`src/rtl/trap_controller.sv`:
```
// trap_controller: machine-mode trap/MRET sequencer.
// Writes mepc/mcause/mtval, reads mtvec (or mepc for MRET), then issues a
// one-cycle PC redirect and pipeline flush.
module trap_controller #(
  parameter int unsigned XLEN = 32
) (
  input  logic            clk,
  input  logic            reset_n,
  input  logic            clk_enable,
  input  logic [2:0]      trap_status,
  input  logic [XLEN-1:0] trap_pc,
  input  logic [XLEN-1:0] trap_value,
  input  logic            csr_ready,
  input  logic [XLEN-1:0] csr_read_data,
  output logic            trap_done,
  output logic            csr_write_enable,
  output logic [11:0]     csr_write_address,
  output logic [XLEN-1:0] csr_write_data,
  output logic [11:0]     csr_read_address,
  output logic [XLEN-1:0] trap_target,
  output logic            pc_redirect,
  output logic            pth_done_flush
);

  localparam int unsigned CAUSE_W = 4;

  localparam logic [2:0] TS_NONE     = 3'b000;
  localparam logic [2:0] TS_EBREAK   = 3'b001;
  localparam logic [2:0] TS_ECALL    = 3'b010;
  localparam logic [2:0] TS_MRET     = 3'b011;
  localparam logic [2:0] TS_MIS_INSN = 3'b100;
  localparam logic [2:0] TS_MIS_LD   = 3'b101;
  localparam logic [2:0] TS_MIS_ST   = 3'b110;
  localparam logic [2:0] TS_ILLEGAL  = 3'b111;

  localparam logic [11:0] CSR_MTVEC  = 12'h305;
  localparam logic [11:0] CSR_MEPC   = 12'h341;
  localparam logic [11:0] CSR_MCAUSE = 12'h342;
  localparam logic [11:0] CSR_MTVAL  = 12'h343;

  // Direct-mode vector: the low two bits of the read value are dropped.
  localparam logic [XLEN-1:0] ALIGN_MASK = ~XLEN'(3);

  typedef enum logic [2:0] {
    IDLE     = 3'd0,
    W_MEPC   = 3'd1,
    W_MCAUSE = 3'd2,
    W_MTVAL  = 3'd3,
    R_MTVEC  = 3'd4,
    R_MEPC   = 3'd5,
    REDIRECT = 3'd6
  } state_e;

  state_e               state_q, state_d;
  logic [XLEN-1:0]      cap_pc_q, cap_pc_d;
  logic [CAUSE_W-1:0]   cap_cause_q, cap_cause_d;
  logic [XLEN-1:0]      cap_tval_q, cap_tval_d;
  logic [XLEN-1:0]      trap_target_q, trap_target_d;

  // State and capture registers; everything holds while clk_enable is low.
  always_ff @(posedge clk or negedge reset_n) begin
    if (!reset_n) begin
      state_q       <= IDLE;
      cap_pc_q      <= '0;
      cap_cause_q   <= '0;
      cap_tval_q    <= '0;
      trap_target_q <= '0;
    end else if (clk_enable) begin
      state_q       <= state_d;
      cap_pc_q      <= cap_pc_d;
      cap_cause_q   <= cap_cause_d;
      cap_tval_q    <= cap_tval_d;
      trap_target_q <= trap_target_d;
    end
  end

  // Next-state, capture and state-decoded outputs.
  always_comb begin
    state_d           = state_q;
    cap_pc_d          = cap_pc_q;
    cap_cause_d       = cap_cause_q;
    cap_tval_d        = cap_tval_q;
    trap_target_d     = trap_target_q;
    trap_done         = 1'b0;
    csr_write_enable  = 1'b0;
    csr_write_address = '0;
    csr_write_data    = '0;
    csr_read_address  = '0;
    pc_redirect       = 1'b0;
    pth_done_flush    = 1'b0;

    unique case (state_q)
      IDLE: begin
        trap_done = (trap_status == TS_NONE);
        if (trap_status == TS_MRET) begin
          state_d = R_MEPC;
        end else if (trap_status != TS_NONE) begin
          state_d  = W_MEPC;
          cap_pc_d = trap_pc;
          unique case (trap_status)
            TS_EBREAK:   begin cap_cause_d = CAUSE_W'(3);  cap_tval_d = '0;         end
            TS_ECALL:    begin cap_cause_d = CAUSE_W'(11); cap_tval_d = '0;         end
            TS_MIS_INSN: begin cap_cause_d = CAUSE_W'(0);  cap_tval_d = trap_value; end
            TS_MIS_LD:   begin cap_cause_d = CAUSE_W'(4);  cap_tval_d = trap_value; end
            TS_MIS_ST:   begin cap_cause_d = CAUSE_W'(6);  cap_tval_d = trap_value; end
            TS_ILLEGAL:  begin cap_cause_d = CAUSE_W'(2);  cap_tval_d = trap_value; end
            default:     begin cap_cause_d = '0;           cap_tval_d = '0;         end
          endcase
        end
      end
      W_MEPC: begin
        csr_write_enable  = 1'b1;
        csr_write_address = CSR_MEPC;
        csr_write_data    = cap_pc_q;
        if (csr_ready) state_d = W_MCAUSE;
      end
      W_MCAUSE: begin
        csr_write_enable  = 1'b1;
        csr_write_address = CSR_MCAUSE;
        csr_write_data    = XLEN'(cap_cause_q);
        if (csr_ready) state_d = W_MTVAL;
      end
      W_MTVAL: begin
        csr_write_enable  = 1'b1;
        csr_write_address = CSR_MTVAL;
        csr_write_data    = cap_tval_q;
        if (csr_ready) state_d = R_MTVEC;
      end
      R_MTVEC: begin
        csr_read_address = CSR_MTVEC;
        trap_target_d    = csr_read_data & ALIGN_MASK;
        state_d          = REDIRECT;
      end
      R_MEPC: begin
        csr_read_address = CSR_MEPC;
        trap_target_d    = csr_read_data & ALIGN_MASK;
        state_d          = REDIRECT;
      end
      REDIRECT: begin
        trap_done      = 1'b1;
        pc_redirect    = 1'b1;
        pth_done_flush = 1'b1;
        state_d        = IDLE;
      end
      default: begin
        state_d = IDLE;
      end
    endcase
  end

  assign trap_target = trap_target_q;

endmodule

```
`config.mk`:
```
export PLATFORM = sky130hd
export DESIGN_NAME = trap_controller
export DESIGN_NICKNAME = d
export VERILOG_FILES = /design/src/rtl/trap_controller.sv
export SDC_FILE = /design/constraint.sdc
export NUM_CORES = 1
export LEC_CHECK = 0
export CORE_MARGIN = 4
export CORE_UTILIZATION = 44
export CTS_BUF_LIST = sky130_fd_sc_hd__clkbuf_8
export DETAILED_ROUTE_END_ITERATION = 10
export PLACE_DENSITY = 0.82
export SETUP_SLACK_MARGIN = 0.15
export SYNTH_ARGS = -nofsm -noshare
export SYNTH_HDL_FRONTEND = slang
export SYNTH_SLANG_ARGS = --single-unit
```
`constraint.sdc`:
```
create_clock -name clk -period 2.1 [get_ports clk]
set_input_delay 0.42 -clock clk [delete_from_list [all_inputs] [get_ports clk]]
set_output_delay 0.42 -clock clk [all_outputs]
set_load 0.02 [all_outputs]
```
* After elaboration in Yosys (flattened, before gate mapping) *
Index checks and enable logic that the tools add are counted.

word-level totals
  output and inout bits = 92
  register bits = 101

cells by class
  reductions and logical operators = 9
  bitwise gates (word level) = 1
  eq/ne operators = 17
  multiplexer cells = 14

operator list
  kind                                                                    count
  32-bit case mux with 3 select lines                                     1
  32-bit 2-to-1 mux                                                       1
  10-bit case mux with 3 select lines                                     1
  3-bit equality test (second input constant)                             7
  10-bit case mux with 2 select lines                                     1
  4-bit case mux with 5 select lines                                      1
  3-bit 2-to-1 mux                                                        5
  3-bit case mux with 5 select lines                                      1
  3-bit by 2-bit equality test with 1-bit output (second input constant)  4
  3-bit by 1-bit equality test with 1-bit output (second input constant)  2
  3-bit logical NOT                                                       2
  2-bit != test (second input constant)                                   3
  5-bit AND reduction                                                     1
  4-bit AND reduction                                                     1
  4-bit OR reduction                                                      1
  3-bit != test (second input constant)                                   1
  3-bit nonzero test                                                      1
  3-bit OR reduction                                                      1
  1-bit 2-to-1 mux                                                        2
  1-bit case mux with 2 select lines                                      1
  2-bit AND reduction                                                     1
  2-bit OR reduction                                                      1
  1-bit inverter                                                          1

* Logic depth before layout (Yosys ltp) *
Gate-level depths: netlist of run 1.

  depth in word-level cells = 4
  gate-level depth with buffers = 6
  depth with buffers taken out = 5

* Least setup slack after synthesis of run 1 *
OpenSTA, ideal clock, no wires.

  path type = register to output
  start = reg state_q[1]
  end = out pth_done_flush
  buffers on the path = 4
  slack = 120 ps
  stages on the path, launching flop included = 7
  arrival time = 1560 ps
  path through = dfrtp_1 > buf_2 > buf_2 > buf_2 > nand2_1 > nor2_1 > buf_4

between the ends
  cells in the longest elaborated chain, start to end = 2

ends and longest elaborated chain
  item                    RTL line  source
  from (decl)             54        state_e state_q, state_d;
  from (signal assigned)  69        state_q <= state_d;
  3-bit equality test     n/a
  1-bit 2-to-1 mux        n/a
  to (decl)               22        output logic pth_done_flush

No other way between the ends.

* Final worst setup path of run 1 *
  start = reg state_q[1]
  end = out trap_done

between the ends
  cells in the longest elaborated chain, start to end = 2
  elaborated cells on any way between the ends = 3
  those cells by class = 1 x eq/ne; 1 x mux; 1 x reduce/logical

ends and longest elaborated chain
  item                                                      RTL line  source
  3-bit equality test or 3-bit logical NOT (tied branches)  92        unique case (state_q)
  1-bit case mux with 2 select lines *                      92
  to (decl)                                                 15        output logic trap_done,

Mark *: on every way between the ends. The rest lies on a longest branch, timed or not.

==> flow_summary.ini, run 1 <==
[sta]
setup_violations = 0
whs_ns = 0.490
fin_skew_ns = 0.0135
fin_crit_sh = 0.997
hold_viol = 0
rsz0062_at_grt = true
slew_violations = 0
finalCriticalPeriod_ns = 2.09
max_freq_mhz = 478
setup_ws_ns = 0.00680

[power_and_ir_drop]
ir_drop_v = 0.000878
internal_power_uw = 6560
power_density_mw_per_mm2 = 1430
p_leak_uw = 0.00327
clockPowerShare = 0.115
pwr-share-comb = 0.561
p_sw_frac = 0.387
p_switching_uw = 4140
power_uw = 10700
p_seq_frac = 0.324

[critical_path]
required_ns = 1.68
end_kind = primary output
max_stage_delay_ns = 0.43
cp_max_fo = 3
r2r_slack_ns = 0.16
crit_type = reg2out
slowest_stage = dfrtp_2
cp-start-kind = register
crit_chain = or3_4, or2_4, a21oi_2, buf_4
worstPathArrival_ns = 1.67

[detailed_routing]
wl_per_cell_um = 18.0
drt_iter0_markers = 177
route.detailed.drc = 0
drtAntennaViolNets = 0
drt_first_pass_iters = 4
vias_per_cell = 5.12
wl_um = 13700
dr_total_vias = 3891

[clocking]
htree_num_levels = 3
tritoncts = yes
clk_path_buf_depth = 2
cts_root_buffer = clkbuf_8
insertion_delay_ns = 0.36
path_clk_slew_ns = 0.09
cts_buffers = 9
cts_sinks = 101

[logic_synthesis]
synth_area_per_cell_um2 = 11.3
synth_top_area_frac = 0.528
synth_top_area_cell = dfrtp_1
ys_seq_area_frac = 0.528
synth.area.top_cells = dfrtp_1, mux2_2, mux2_1
synth-seq-cells = 101
syn_area_mm2 = 0.00479
synthFlopType = dfrtp_1
synth.most_common_cell = dfrtp_1
async_flop_share = 1.00
synth_common_cells = dfrtp_1, inv_1, nor2_1
synth_cells = 424
synth_edf_count = 0
yosys_warnings = 0
synth_cell_types = 39

[global_routing]
gr-usage-all-layers = 0.202
grt_pass1_vias = 4037
overflow = 0
grt_max_degree = 40
grt_pass1_wl_um = 20300
antenna_found_initial = 0

[final_layout]
diodes = 0
layout.cells.non_filler = 760
syn_to_final_growth_pct = 56.3
drive_above_1_share = 0.316
nets = 722
fillers = 758

[die]
placementRows = 37
fp.dieH_um = 112
dieWidth_um = 112
core_area_mm2 = 0.0105
io_pins = 195
initial_core_util = 0.457
die-area_mm2 = 0.0126

[flow_run]
drv_cap = 0

[status]
run_status = finished, final reports clean

[placed_design]
portBuffers = 176
place.gp.congestion = 0.814
place_inst = 725
pre_cts_ws_ns = -0.560
dp_hpwl_um = 9050

[min_path]
min_path_type = reg2reg
## area by class of cell
type / instances / area (um2) / share of cell area
clock buffers: 10 / 138 / 0.0184
clock inverters: 6 / 62.6 / 0.00836
inverters: 37 / 149 / 0.0199
multi-input cells: 251 / 2140 / 0.287
flip-flops and latches: 101 / 2530 / 0.338
well taps: 136 / 170 / 0.0228
repair buffers: 219 / 2290 / 0.306
## worst max-delay path: cells and delay by family, from the launching register on
kind                   cells  cell delay, ns
buffers and inverters      1            0.15
flip-flops                 1            0.43
AND/OR/NAND/NOR            2            0.62
AO/OA/AOI/OAI              1            0.12
## metrics by stage
stage / utilization / setup TNS, ns / cell area, um2
finish: 0.715 / 0 / 7480
global route: 0.715 / -0.311 / 7480
CTS: 0.670 / -0.0131 / 7010
detailed placement: 0.641 / -3.13 / 6700
global placement: 0.641 / -2.54 / 6700
floorplan: - / 0 / 4840
## kinds of logic after synthesis
family / Yosys count / synth area share
other: 1 / 0.000784
xor gates and xnor gates: 2 / 0.00366
and+or+nand+nor: 87 / 0.0876
buffers and inverters: 88 / 0.102
DFF: 101 / 0.528
muxes: 94 / 0.214
AOI/OAI and AO/OA: 51 / 0.0641
## what timing repair did
item | 4_1_cts | 5_1_grt
resized for setup | 254 | 71
cloned | 3 | 8
pin swaps | 3 | 5
hold endpoints to repair | 7 | 0
setup endpoints to repair | 46 | 52
hold buffers | 1 | 0
setup buffers | 4 | 3
## state kept, by name, indices dropped and copies added, names as in the netlist
register     flops
state_q          3
cap_cause_q      4
trap_target     30
cap_pc_q        32
cap_tval_q      32
## per-layer routing
layer / vias up / wire length, um / global-route usage
li1: 1790 / - / -
met1: 1933 / 5450 / 0.243
met2: 141 / 7160 / 0.362
met3: 27 / 736 / 0.0367
met4: 0 / 328 / 0.0697
met5: - / 0 / 0
## layout by cell type, fill, tap and decap left out, types with 2 or more instances in the layout
cell | netlist | routed
clkdlybuf4s50_1 | 0 | 126
buf_16 | 0 | 3
buf_12 | 0 | 8
o21a_4 | 1 | 2
clkbuf_8 | 0 | 10
clkinv_4 | 0 | 2
or3_4 | 0 | 2
clkinv_2 | 0 | 3
mux2i_2 | 0 | 9
mux2i_1 | 28 | 11
clkbuf_16 | 0 | 7
inv_1 | 37 | 35
dlygate4sd2_1 | 0 | 3
mux2i_4 | 0 | 8
buf_2 | 6 | 11
a22oi_1 | 4 | 3
o21ai_1 | 20 | 20
mux2_4 | 0 | 4
nand3_1 | 34 | 34
nor2b_1 | 3 | 2
nand2_1 | 5 | 4
nor2_1 | 36 | 14
dfrtp_1 | 101 | 100
buf_8 | 0 | 3
mux2_1 | 32 | 29
buf_6 | 3 | 12
conb_1 | 1 | 16
nor2_2 | 0 | 13
o21ai_0 | 15 | 15
mux2_2 | 34 | 33
nor2_4 | 0 | 9
buf_4 | 34 | 45
## worst paths after layout
check | start | to | cells after the start
min reg2reg | cap_pc_q[2] | cap_pc_q[2] | 1
max | state_q[1] | trap_done | 4
min in group asynchronous | reset_n | cap_tval_q[20] | 2
max reg2reg | state_q[1] | cap_pc_q[5] | 6
min | cap_pc_q[2] | cap_pc_q[2] | 1
max in group asynchronous | reset_n | trap_target[22] | 3
## power by group through the flow
| stage | Clock [uW] | Combinational [uW] | Sequential [uW] |
|---|---|---|---|
| global placement | 0 | 4880 | 3310 |
| global route | 1360 | 6390 | 3580 |
| floorplan | 0 | 2670 | 3620 |
| detailed placement | 0 | 4990 | 3370 |
| CTS | 1260 | 5300 | 3370 |
| finish | 1230 | 6010 | 3460 |
(Power assumes the default switching activity.)
==> run 2: changes to the inputs <==
--- a/config.mk
+++ b/config.mk
@@ -8,6 +8,7 @@
 export CORE_MARGIN = 4
 export CORE_UTILIZATION = 44
 export CTS_BUF_LIST = sky130_fd_sc_hd__clkbuf_8
+export CTS_CLUSTER_DIAMETER = 200
 export DETAILED_ROUTE_END_ITERATION = 10
 export PLACE_DENSITY = 0.82
 export SETUP_SLACK_MARGIN = 0.15
==> results of run 2 <==
No change in the layout: final DEF, timing and power equal those of run 1.
==> run 3: changes to the inputs <==
--- a/config.mk
+++ b/config.mk
@@ -10,6 +10,7 @@
 export CTS_BUF_LIST = sky130_fd_sc_hd__clkbuf_8
 export CTS_CLUSTER_DIAMETER = 200
 export DETAILED_ROUTE_END_ITERATION = 10
+export GPL_TIMING_DRIVEN = 0
 export PLACE_DENSITY = 0.82
 export SETUP_SLACK_MARGIN = 0.15
 export SYNTH_ARGS = -nofsm -noshare
==> run 3 against run 2 <==
  * The flow now finishes with violations (negative setup slack)
  * Clock skew fell by 0.0025 ns
  * Sequential cell count did not move
  * Worst hold slack got worse by 0.44 ns
  * Critical path depth up 3
  * First-iteration DRC count down 21%
  * Combinational power up 11%
  * Via count up 3.9%
  * Sequential power about the same
  * Design area is 4.3% higher
  * Sequential share of layout area fell by 1.4 points
  * Routed wire length rose by 6.5%
  * Largest power group unchanged
  * Highest routed layer is now met5
==> flow_summary.ini, run 3 (synthesis gave the netlist of run 1 again) <==
[die]
die-area_mm2 = 0.0126
initial_core_util = 0.457
placementRows = 37
dieWidth_um = 112
io_pins = 195
core_area_mm2 = 0.0105
fp.dieH_um = 112

[critical_path]
r2r-end = cap_pc_q[29]
r2r_slack_ns = 0.18
required_ns = 1.68
cp-start-kind = register
end_kind = primary output
crit_end = csr_write_data[3]
cp_max_fo = 7
r2r-start = state_q[0]
critPathLaunch = state_q[1]
rr_worst_depth = 7
worstPathArrival_ns = 1.77
crit_type = reg2out

[detailed_routing]
dr_total_vias = 4043
drt_iter0_markers = 139
drt_first_pass_iters = 4
wl_um = 14600
route.detailed.drc = 0
drtAntennaViolNets = 0
vias_per_cell = 5.05
wl_per_cell_um = 18.2

[final_layout]
nets = 762
mostFrequentLayoutCell = clkdlybuf4s50_1
layout.cells.non_filler = 800
syn_to_final_growth_pct = 63.0
diodes = 0
multi_input_area_mm2 = 0.00213
final_cell_mix = clkdlybuf4s50_1, dfrtp_1, buf_4, buf_6, inv_1
regArea_mm2 = 0.00253
fillers = 720
drive_above_1_share = 0.340

[sta]
max-slew-margin-rel = 0.588
fin_skew_ns = 0.0109
slew_violations = 0
rsz0062_at_grt = true
finalCriticalPeriod_ns = 2.19
fin_crit_sh = 1.04
setup_ws_ns = -0.0900
hold_viol = 0
setup_violations = 22
max_freq_mhz = 457
worst_pin_slew_ns = 0.618
whs_ns = 0.0497
setup_tns_ns = -0.524

[power_and_ir_drop]
p_leak_uw = 0.00346
power_uw = 11500
ir_drop_v = 0.000747
power_density_mw_per_mm2 = 1470

[global_routing]
grt_pass1_vias = 4163
overflow = 0
antenna_found_initial = 1
grt_max_degree = 58
grt_pass1_wl_um = 21300
gr-usage-all-layers = 0.211

[clocking]
clk_path_buf_depth = 2
htree_num_levels = 3
cts_sinks = 101
tritoncts = yes
cts_root_buffer = clkbuf_8
insertion_delay_ns = 0.37
cts_buffers = 9
cts_hold_buf = 0
path_clk_slew_ns = 0.11

[status]
violations = negative setup slack
run_status = finished with violations

[placed_design]
dp_hpwl_um = 9730
place.gp.congestion = 0.835
place_inst = 752
portBuffers = 176

[min_path]
min_path_type = in2async

[flow_run]
drv_cap = 0
run 3: changes by cell type in the layout (fill, tap and decap cells not counted), sizes merged:
cell and delta:
dlygate4sd2 +3, buf +35, inv +3, clkinv -3
o21a -1, dlygate4sd3 -1, clkbuf +2, clkdlybuf4s15 +2
run 3: power breakdown:
group	internal (uW)	total, uW	leakage [uW]	switching [uW]
combinational	3570	6690	0.00212	3120
clock	610	1340	0.000111	730
sequential	2870	3440	0.00123	578
run 3: cell type report:
class,instances,area share
buffer,51,0.0662
inverter,37,0.0178
tap,136,0.0218
timing repair buffer,209,0.269
clock inverter,6,0.0101
sequential,101,0.324
clock buffer,10,0.0176
multi-input combinational,250,0.274
run 3: routing by layer:
metal  global-route usage  vias to the layer above  wire [um]
li1                     -                     1867          -
met1                0.255                     1998       5840
met2                0.368                      152       7600
met3               0.0485                       24        751
met4               0.0745                        2        354
met5                    0                        -         13
run 3: worst max-delay path: stages (launching register included):
cell     delay (ns)
dfrtp_1        0.36
buf_6          0.14
buf_4          0.13
buf_16         0.11
nor2b_4        0.22
a22oi_2        0.11
nor2_1         0.17
buf_4          0.17
run 3: worst min path at each step:
stage,slack (ns),from,to
floorplan,0.12,reset_n,cap_cause_q[0]
global placement,0.46,cap_pc_q[1],cap_pc_q[1]
detailed placement,0.47,reset_n,cap_pc_q[17]
CTS,0.07,reset_n,cap_pc_q[17]
global route,0.08,reset_n,cap_tval_q[17]
finish,0.05,reset_n,cap_pc_q[20]
run 3: through the flow:
stage / setup WS (ns) / cell area, um2 / util
after floorplan: 0.180 / 4840 / -
after global placement: -3.09 / 6780 / 0.648
after detailed placement: -0.714 / 6800 / 0.650
after CTS: -0.0948 / 7380 / 0.705
after global routing: -0.143 / 7800 / 0.746
final: -0.0900 / 7800 / 0.746
run 3: timing repair:
action / 4_1_cts / 5_1_grt
resized for setup: 288 / 75
pin swaps: 4 / 13
buffers inserted: 13 / 15
gates cloned: 1 / 3
endpoints found under the setup margin: 46 / 106
